File: config.mk
export PLATFORM = sky130hd
export DESIGN_NAME = ps2_host_tx
export DESIGN_NICKNAME = d
export VERILOG_FILES = /design/src/rtl/ps2_pkg.sv /design/src/rtl/ps2_line_sync.sv /design/src/rtl/ps2_host_tx.sv
export SDC_FILE = /design/constraint.sdc
export NUM_CORES = 1
export LEC_CHECK = 0
export CAP_MARGIN = 20
export CORE_MARGIN = 10
export CORE_UTILIZATION = 60
export DETAILED_ROUTE_END_ITERATION = 8
export PLACE_DENSITY = 0.81
export SLEW_MARGIN = 20
export SYNTH_ARGS = -nofsm -noshare
export SYNTH_HDL_FRONTEND = slang
export SYNTH_SLANG_ARGS = --single-unit
File: constraint.sdc
create_clock -name CLOCK_50 -period 2.84 [get_ports CLOCK_50]
set_input_delay 0.568 -clock CLOCK_50 [delete_from_list [all_inputs] [get_ports CLOCK_50]]
set_output_delay 0.568 -clock CLOCK_50 [all_outputs]
set_load 0.02 [all_outputs]
File: src/rtl/ps2_pkg.sv
// ps2_pkg: shared definitions for the PS/2 host-to-device transmit path.
//   - ps2_state_t      : transmitter FSM state encoding
//   - ERR_*            : err_code values reported to the CPU side
//   - *_CYCLES_50M     : line timing at a 50 MHz CLOCK_50
//   - max3/frame_bits  : elaboration and frame-building helpers
package ps2_pkg;

    typedef enum logic [2:0] {
        S_IDLE,
        S_INHIBIT,
        S_REQ,
        S_SHIFT,
        S_ACK,
        S_WAIT_IDLE,
        S_DONE,
        S_ERR
    } ps2_state_t;

    localparam logic [1:0] ERR_NONE    = 2'd0;
    localparam logic [1:0] ERR_NACK    = 2'd1;
    localparam logic [1:0] ERR_TIMEOUT = 2'd2;

    localparam int INHIBIT_CYCLES_50M   = 5000;     // 100 us
    localparam int TIMEOUT_CYCLES_50M   = 750000;   // 15 ms
    localparam int IDLE_WAIT_CYCLES_50M = 2500;     // 50 us

    // Extra attempts after the first failure when retries are built in.
    localparam int RETRY_MAX = 2;

    function automatic int max3(input int a, input int b, input int c);
        int m;
        m = (a > b) ? a : b;
        return (m > c) ? m : c;
    endfunction

    // Bits shifted out after the start bit, LSB first: 8 data bits then odd parity.
    function automatic logic [8:0] frame_bits(input logic [7:0] d);
        return {~^d, d};
    endfunction

endpackage

File: src/rtl/ps2_line_sync.sv
// ps2_line_sync: 2-FF synchronizer and falling-edge detect for one PS/2 line.
//   CLOCK_50  in  system clock
//   rst       in  synchronous reset, active-high
//   line_in   in  raw (asynchronous) pin level
//   line_sync out synchronized level
//   line_fe   out one-cycle pulse on a synchronized 1 -> 0 transition
// Registers reset to 1 because idle PS/2 lines are pulled high; this keeps a
// reset from manufacturing a spurious edge.
module ps2_line_sync (
    input  logic CLOCK_50,
    input  logic rst,
    input  logic line_in,
    output logic line_sync,
    output logic line_fe
);

    logic meta;
    logic cur;
    logic prev;

    always_ff @(posedge CLOCK_50) begin
        if (rst) begin
            meta <= 1'b1;
            cur  <= 1'b1;
            prev <= 1'b1;
        end else begin
            meta <= line_in;
            cur  <= meta;
            prev <= cur;
        end
    end

    assign line_sync = cur;
    assign line_fe   = prev & ~cur;

endmodule

File: src/rtl/ps2_host_tx.sv
// ps2_host_tx: host-to-device PS/2 transmitter. Sends one command byte to the
// keyboard over the shared open-drain PS2_CLK/PS2_DAT lines.
//   CLOCK_50    in  system clock
//   rst         in  synchronous reset, active-high (releases both lines at once)
//   tx_data     in  command byte, taken when tx_valid && tx_ready
//   tx_valid    in  send request
//   tx_ready    out high only while idle
//   ps2_clk_in  in  raw PS2_CLK level
//   ps2_dat_in  in  raw PS2_DAT level
//   ps2_clk_oe  out 1 = pull PS2_CLK low
//   ps2_dat_oe  out 1 = pull PS2_DAT low
//   busy        out frame in progress (gates the receive path)
//   tx_done     out one-cycle pulse: frame ACKed by the device
//   tx_err      out one-cycle pulse: NACK or timeout
//   err_code    out 0 none, 1 nack, 2 timeout; held until the next accept
// Build option: define PS2_TX_RETRY_EN to re-send a failed byte up to two
// more times before reporting the failure.
module ps2_host_tx
    import ps2_pkg::*;
#(
    parameter int INHIBIT_CYCLES   = INHIBIT_CYCLES_50M,
    parameter int TIMEOUT_CYCLES   = TIMEOUT_CYCLES_50M,
    parameter int IDLE_WAIT_CYCLES = IDLE_WAIT_CYCLES_50M
) (
    input  logic       CLOCK_50,
    input  logic       rst,
    input  logic [7:0] tx_data,
    input  logic       tx_valid,
    output logic       tx_ready,
    input  logic       ps2_clk_in,
    input  logic       ps2_dat_in,
    output logic       ps2_clk_oe,
    output logic       ps2_dat_oe,
    output logic       busy,
    output logic       tx_done,
    output logic       tx_err,
    output logic [1:0] err_code
);

    // One counter is shared by the inhibit, timeout and idle-wait phases;
    // they never overlap.
    localparam int CNT_MAX = max3(INHIBIT_CYCLES, TIMEOUT_CYCLES, IDLE_WAIT_CYCLES);
    localparam int CNT_W   = $clog2(CNT_MAX + 1);

    localparam logic [CNT_W-1:0] INH_LAST  = CNT_W'(INHIBIT_CYCLES - 1);
    localparam logic [CNT_W-1:0] TMO_LAST  = CNT_W'(TIMEOUT_CYCLES - 1);
    localparam logic [CNT_W-1:0] IDLE_LAST = CNT_W'(IDLE_WAIT_CYCLES - 1);

    ps2_state_t       state;
    logic [CNT_W-1:0] cnt;
    logic [3:0]       bitcnt;
    logic [8:0]       shreg;

`ifdef PS2_TX_RETRY_EN
    logic [1:0]       retry_cnt;
    logic [7:0]       data_lat;
`endif

    logic clk_s;
    logic clk_fe;
    logic dat_s;
    logic dat_fe_unused;

    ps2_line_sync u_clk_sync (
        .CLOCK_50  (CLOCK_50),
        .rst       (rst),
        .line_in   (ps2_clk_in),
        .line_sync (clk_s),
        .line_fe   (clk_fe)
    );

    ps2_line_sync u_dat_sync (
        .CLOCK_50  (CLOCK_50),
        .rst       (rst),
        .line_in   (ps2_dat_in),
        .line_sync (dat_s),
        .line_fe   (dat_fe_unused)
    );

    logic timeout_hit;
    logic nack_hit;

    // The timeout covers the whole device-clocked part of the frame and may
    // cut a bit short; it takes precedence over a NACK seen the same cycle.
    always_comb begin
        timeout_hit = 1'b0;
        nack_hit    = 1'b0;
        if ((state == S_SHIFT) || (state == S_ACK))
            timeout_hit = (cnt == TMO_LAST);
        if (state == S_ACK)
            nack_hit = clk_fe & dat_s;
    end

    assign tx_ready = (state == S_IDLE);
    assign busy     = (state != S_IDLE);

    always_ff @(posedge CLOCK_50) begin
        if (rst) begin
            state      <= S_IDLE;
            ps2_clk_oe <= 1'b0;
            ps2_dat_oe <= 1'b0;
            tx_done    <= 1'b0;
            tx_err     <= 1'b0;
            err_code   <= ERR_NONE;
            cnt        <= '0;
            bitcnt     <= '0;
            shreg      <= '0;
`ifdef PS2_TX_RETRY_EN
            retry_cnt  <= '0;
            data_lat   <= '0;
`endif
        end else begin
            tx_done <= 1'b0;
            tx_err  <= 1'b0;

            if (timeout_hit || nack_hit) begin
`ifdef PS2_TX_RETRY_EN
                if (retry_cnt != 2'(RETRY_MAX)) begin
                    // Start the whole frame over, including the inhibit phase.
                    retry_cnt  <= retry_cnt + 1'b1;
                    shreg      <= frame_bits(data_lat);
                    bitcnt     <= '0;
                    cnt        <= '0;
                    ps2_clk_oe <= 1'b1;
                    ps2_dat_oe <= 1'b0;
                    state      <= S_INHIBIT;
                end else
`endif
                begin
                    ps2_clk_oe <= 1'b0;
                    ps2_dat_oe <= 1'b0;
                    tx_err     <= 1'b1;
                    err_code   <= timeout_hit ? ERR_TIMEOUT : ERR_NACK;
                    state      <= S_ERR;
                end
            end else begin
                case (state)
                    S_IDLE: begin
                        if (tx_valid) begin
                            shreg      <= frame_bits(tx_data);
                            bitcnt     <= '0;
                            err_code   <= ERR_NONE;
                            cnt        <= '0;
                            ps2_clk_oe <= 1'b1;
                            ps2_dat_oe <= 1'b0;
                            state      <= S_INHIBIT;
`ifdef PS2_TX_RETRY_EN
                            retry_cnt  <= '0;
                            data_lat   <= tx_data;
`endif
                        end
                    end

                    // Clock held low long enough that the device aborts
                    // anything it was sending; then present the start bit.
                    S_INHIBIT: begin
                        if (cnt == INH_LAST) begin
                            ps2_dat_oe <= 1'b1;
                            cnt        <= '0;
                            state      <= S_REQ;
                        end else begin
                            cnt <= cnt + 1'b1;
                        end
                    end

                    // Data low for one cycle before clock release forms the
                    // request-to-send condition.
                    S_REQ: begin
                        ps2_clk_oe <= 1'b0;
                        cnt        <= '0;
                        state      <= S_SHIFT;
                    end

                    // Each device falling edge moves the next bit onto the
                    // line; the device samples it on the following rising edge.
                    S_SHIFT: begin
                        cnt <= cnt + 1'b1;
                        if (clk_fe) begin
                            if (bitcnt == 4'd9) begin
                                ps2_dat_oe <= 1'b0;   // stop bit
                                state      <= S_ACK;
                            end else begin
                                ps2_dat_oe <= ~shreg[0];
                                shreg      <= {1'b0, shreg[8:1]};
                                bitcnt     <= bitcnt + 1'b1;
                            end
                        end
                    end

                    // Only an ACK (data low) reaches here; a NACK is caught above.
                    S_ACK: begin
                        cnt <= cnt + 1'b1;
                        if (clk_fe) begin
                            cnt   <= '0;
                            state <= S_WAIT_IDLE;
                        end
                    end

                    // Give the device time to release both lines so the
                    // receive path does not see the ACK tail as a new frame.
                    S_WAIT_IDLE: begin
                        if ((clk_s && dat_s) || (cnt == IDLE_LAST)) begin
                            tx_done <= 1'b1;
                            state   <= S_DONE;
                        end else begin
                            cnt <= cnt + 1'b1;
                        end
                    end

                    S_DONE:  state <= S_IDLE;
                    S_ERR:   state <= S_IDLE;
                    default: state <= S_IDLE;
                endcase
            end
        end
    end

endmodule

==> results of run 1 <==
power by group through the flow:
stage	sequential (uW)	clock [uW]	combinational, uW
5_1_grt	721	433	285
4_1_cts	715	419	256
2_1_floorplan	723	0	193
6_report	715	413	256
3_5_place_dp	730	0	254
3_3_place_gp	730	0	249
logic make-up (layout without fill, tap and decap cells):
family                   after synthesis  count (layout)  synth area share, %
AO/OA/AOI/OAI                         76              76                 25.4
XOR/XNOR                              10              10                 3.28
adder cells (fa/ha/maj)                3               3                 1.40
buffers and inverters                 19              37                 4.68
flip-flops                            47              47                 35.2
AND/OR/NAND/NOR                      145             145                 30.1
layout make-up:
class	instances	area [um^2]
inverters	3	11.3
fillers	351	1360
flip-flops and latches	47	941
multi-input cells	234	1610
well taps	52	65.1
clock inverters	1	5.00
repair buffers	27	253
clock buffers	6	82.6
sequential cells by signal, indices dropped and copies added, names as in the netlist, 2 cells and up:
register  flops
cnt          20
shreg         9
bitcnt        4
state         3
err_code      2
worst max-delay path by stage:
stage                         from  depth (start not counted)  slack (ps)       end
after floorplan           state[0]                          4         790      busy
final                     state[2]                          2         470  tx_ready
after global routing      state[2]                          2         370  tx_ready
after global placement    tx_valid                          7         660  shreg[7]
after detailed placement  tx_valid                          7         570  shreg[1]
after CTS                 state[2]                          2         460  tx_ready
routing by layer:
metal | share of wire [%] | vias to the layer above | wire length (um) | global-route usage [%]
li1 | - | 1153 | - | -
met3 | 7.7 | 7 | 441 | 3.38
met4 | 1.2 | 0 | 66 | 5.15
met5 | 0 | - | 0 | 0
met1 | 49 | 1072 | 2790 | 21.6
met2 | 42 | 99 | 2410 | 23.4
metrics by stage:
| step | instance area, um^2 | setup WS, ps |
|---|---|---|
| 2_1_floorplan | 2670 | 795 |
| 5_1_grt | 2970 | 366 |
| 6_report | 2970 | 474 |
| 3_3_place_gp | 2880 | 662 |
| 4_1_cts | 2970 | 459 |
| 3_5_place_dp | 2880 | 571 |
worst max-delay path, delay by kind of cell (launching register included):
family / cells / cell delay [ps]
buffers and inverters: 1 / 680
flip-flops: 1 / 440
AND/OR/NAND/NOR: 1 / 380
synthesized netlist by cell type, drive strengths merged:
| cell type | number |
|---|---|
| xnor2 | 9 |
| nor2b | 21 |
| or3 | 2 |
| or2 | 6 |
| clkinv | 1 |
| xor2 | 1 |
| nand2b | 6 |
| and3 | 3 |
| o31a | 1 |
| a211oi | 3 |
| and2 | 2 |
| inv | 2 |
| o211a | 1 |
| nor4 | 2 |
| a32oi | 17 |
| nand3b | 5 |
| nor3 | 5 |
| a2111oi | 1 |
| and3b | 2 |
| ha | 3 |
| nor4b | 1 |
| o31ai | 20 |
| o2111ai | 1 |
| nor2 | 26 |
| clkbuf | 7 |
| o21ai | 6 |
| nand3 | 16 |
| nor4bb | 3 |
| buf | 9 |
| a41oi | 1 |
| a21oi | 8 |
| nand4 | 4 |
| and4 | 1 |
| nand2 | 36 |
| a311oi | 9 |
| dfxtp | 47 |
| o21a | 1 |
| o211ai | 4 |
| a31oi | 2 |
| o221a | 1 |
| nor3b | 4 |
==> results.txt, run 1 <==
initial antenna violation count: 0
mean post-synth cell area: 8.91 um^2
R2R cell count: 7
register share of total power: 51.7%
gr ovfl total: 0
status: complete, no violations
slowest stage cell, crit path: clkdlybuf4s50_1
number of synthesis warnings: 0
Rel. slew slack: 69.1%
Finished Core Util: 68.6%
highest clock rate: 423 MHz
CP Class: flip-flop to output port
switching share of power: 28.6%
HPWL Detailed: 4050 um
Worst-Margin Slew: 462 ps
most frequent cells in the layout: dfxtp_1 (47), nand2_1 (36), nor2_1 (25)
max cap viols: 0
clock skew: 12.7 ps
area share of the largest cell type after synthesis: 35.2%
Peak VDD IR: 0.304 mV
Final setup viols: 0
first-pass GRT wire length: 10000 um
Gates resized, CTS repair: 0
r2r setup slk: 620 ps
Finished Layout Cells: 370
most common cell after layout, fill and taps aside: dfxtp_1
RSZ-0062 raised after global routing: no
DRC: 0
FF-to-FF End: cnt[2]
TritonCTS Buffers: 5
clock buffer depth: 2
WL per Instance: 15.4 um
Hold Buf Count CTS: 0
WHS Endpoint: u_clk_sync.line_sync
P_sw: 395 uW
P_leak: 0.000987 uW
Critical Path RT: 2270 ps
final wirelength: 5710 um
Fin Hold WS: 412 ps
worst r2r src: state[1]
CTS sink count: 47
Final Hold Viols: 0
gr usage total: 15.6%
fin nets: 334
IO buf count: 20
n_diodes: 0
PwrDens: 467 mW/mm^2
Final Max Slew Viols: 0
Clk pwr share: 29.8%
max incr delay on CP: 680 ps
area grow syn2layout: 10.9%
Worst-Skew Late Latency: 300 ps
Setup Buffers After CTS: 0
Post-Syn Instances: 300
vias per cell: 6.30
# H-tree levels: 2
share of cells above drive strength 1: 13.5%
CP Capture Type: output port
num rows: 24
final RePlAce weighted congestion: 0.884
Die W: 86.8 um
die area: 0.00753 mm^2
Hold/Removal Path Class: flip-flop to flip-flop
Synthesized Nets: 316
period utilization: 83.3%
die height: 86.8 um
setup TNS: 0 ps
via count: 2331
Seq cells post-synth: 47
Crit Path Max Fanout: 11
largest net degree at the start of global routing: 30
Starting DRT DRC Count: 241
effective utilization at floorplan: 61.8%
Worst EP arrival: 1800 ps
mapped cell area: 0.00267 mm^2
Seq/Total Area, Yosys: 35.2%
Final Power: 1380 uW
worst hold start: u_clk_sync.meta
Int Pwr: 988 uW
drt pass-1 iters: 4
DP Cell Count: 363
synth top area cells: dfxtp_1 (35%), nand2_1 (5.1%), nor2b_1 (4.9%), a32oi_2 (4.3%), o31ai_1 (3.6%)
Critical Path, Cell by Cell: nor3_1, clkdlybuf4s50_1
IO Count: 21
Worst-path clk slew: 90 ps
leading area contributor after synthesis: dfxtp_1
Hold Path Depth: 1
Root Driver: clkbuf_8
vias in the first global route: 2133
clock period minus worst slack: 2370 ps
CTS tree: done
Final ANT Viol Nets: 0
Distinct cells, synth: 52
startpoint types: flip-flop
part of the power in combinational logic: 18.5%
Core ar.: 0.00432 mm^2
No activity file was read; power rests on OpenSTA's default activity.
==> inputs of run 2 (changes only) <==
--- a/config.mk
+++ b/config.mk
@@ -7,9 +7,9 @@
 export LEC_CHECK = 0
 export CAP_MARGIN = 20
 export CORE_MARGIN = 10
-export CORE_UTILIZATION = 60
+export CORE_UTILIZATION = 58
 export DETAILED_ROUTE_END_ITERATION = 8
-export PLACE_DENSITY = 0.81
+export PLACE_DENSITY = 0.78
 export SLEW_MARGIN = 20
 export SYNTH_ARGS = -nofsm -noshare
 export SYNTH_HDL_FRONTEND = slang
==> constraint.sdc (replaced) <==
create_clock -name CLOCK_50 -period 2.48 [get_ports CLOCK_50]
set_input_delay 0.496 -clock CLOCK_50 [delete_from_list [all_inputs] [get_ports CLOCK_50]]
set_output_delay 0.496 -clock CLOCK_50 [all_outputs]
set_load 0.02 [all_outputs]
==> results.txt, run 2 (same netlist as run 1, synthesis figures left out) <==
effective utilization at floorplan: 60.6%
setup TNS: 0 ps
max FFs per register: 20
final RePlAce weighted congestion: 0.850
CTS sink count: 47
share of cells above drive strength 1: 14.4%
Regs by FF count: cnt: 20 flops, shreg: 9 flops, bitcnt: 4 flops
status: complete, no violations
DRC: 0
PwrDens: 569 mW/mm^2
pre-CTS setup slack: 208 ps
# H-tree levels: 2
R2R cell count: 6
die height: 87.9 um
P_leak: 0.00101 uW
via count: 2327
Worst-path clk slew: 90 ps
clock period minus worst slack: 2290 ps
WL per Instance: 15.9 um
Critical Path, Cell by Cell: nor3_1, clkdlybuf4s50_1
Most flops, register: cnt
Root Driver: clkbuf_8
Final setup viols: 0
vias in the first global route: 2192
# fillers: 388
Final Max Slew Viols: 0
Die W: 87.9 um
Hold/Removal Path Class: flip-flop to flip-flop
Worst Setup SP: state[1]
period utilization: 92.4%
most common cell after layout, fill and taps aside: dfxtp_1
max cap viols: 0
max incr delay on CP: 680 ps
clock buffer depth: 2
Peak VDD IR: 0.334 mV
n_diodes: 0
Starting DRT DRC Count: 189
setup ws final: 188 ps
Rel. slew slack: 67.5%
die area: 0.00773 mm^2
IO buf count: 20
initial antenna violation count: 0
gr ovfl total: 0
HPWL Detailed: 4150 um
Worst Path Buf+Inv: 1
Worst-Skew Late Latency: 310 ps
most frequent cells in the layout: dfxtp_1 (47), nand2_1 (36), nor2_1 (25)
CP Capture Type: output port
Finished Core Util: 68.0%
gr usage total: 16.0%
fin nets: 335
TritonCTS Buffers: 5
worst r2r src: cnt[7]
Worst EP arrival: 1800 ps
FF-to-FF End: cnt[3]
clock skew: 11.1 ps
WP depth: 2
r2r setup slk: 350 ps
Worst-Margin Slew: 487 ps
Crit Path Max Fanout: 14
IO Count: 21
first-pass GRT wire length: 10300 um
Critical Path RT: 1980 ps
largest net degree at the start of global routing: 43
CP Class: flip-flop to output port
Final ANT Viol Nets: 0
area grow syn2layout: 12.3%
RSZ-0062 raised after global routing: no
CP Capture Point: tx_ready
vias per cell: 6.26
Final Hold Viols: 0
final wirelength: 5900 um
delay-heaviest family, CP: buffers and inverters
CTS tree: done
drt pass-1 iters: 4
Core ar.: 0.00441 mm^2
Post-DP Area: 0.00289 mm^2
startpoint types: flip-flop
num rows: 24
slowest stage cell, crit path: clkdlybuf4s50_1
Design Area, Final: 0.00300 mm^2
highest clock rate: 436 MHz
-- run 2: cell types whose count changed in the layout (fill, tap and decap cells not counted), sizes merged --
cell,before,now
buf,7,8
bufinv,0,1
-- run 2: layout make-up --
class                      count  area (um^2)  share of cell area (%)
timing repair buffer          28          260                    8.67
tap                           52         65.1                    2.17
sequential                    47          941                    31.3
multi-input combinational    234         1610                    53.5
clock inverter                 2         35.0                    1.17
clock buffer                   6         82.6                    2.75
inverter                       3         11.3                   0.375
-- run 2: power breakdown --
group          leakage (uW)  switching, uW  internal [uW]  total [uW]
Sequential         0.000383           31.1            790         821
Clock             0.0000612            268            326         595
Combinational      0.000564            168            123         292
Total               0.00101            468           1240        1710
-- run 2: stage by stage --
step / total power, uW / hold WS (ps) / instances
finish: 1710 / 412 / 372
global placement: 1120 / 394 / 364
detailed placement: 1130 / 400 / 364
global route: 1790 / 429 / 372
floorplan: 1050 / 389 / 300
CTS: 1720 / 415 / 372
-- run 2: worst min path at each step --
stage                          from  slack (ps)  cells after the start                   end
floorplan           u_clk_sync.meta         390                      1  u_clk_sync.line_sync
global placement    u_clk_sync.meta         390                      1  u_clk_sync.line_sync
detailed placement  u_dat_sync.meta         400                      1  u_dat_sync.line_sync
CTS                 u_dat_sync.meta         410                      1  u_dat_sync.line_sync
global route        u_dat_sync.meta         430                      1  u_dat_sync.line_sync
finish              u_dat_sync.meta         410                      1  u_dat_sync.line_sync
-- run 2: what timing repair did --
item,in CTS,in global routing
hold endpoints to repair,0,0
setup endpoints to repair,0,1
setup buffers,0,0
resized for setup,0,1
hold buffers,0,0
-- run 2: per-layer routing --
metal | global-route usage [%] | routed length (um) | up-vias
li1 | - | - | 1159
met1 | 22.4 | 2890 | 1099
met2 | 23.3 | 2580 | 60
met3 | 3.62 | 330 | 9
met4 | 5.94 | 91 | 0
met5 | 0 | 0 | -
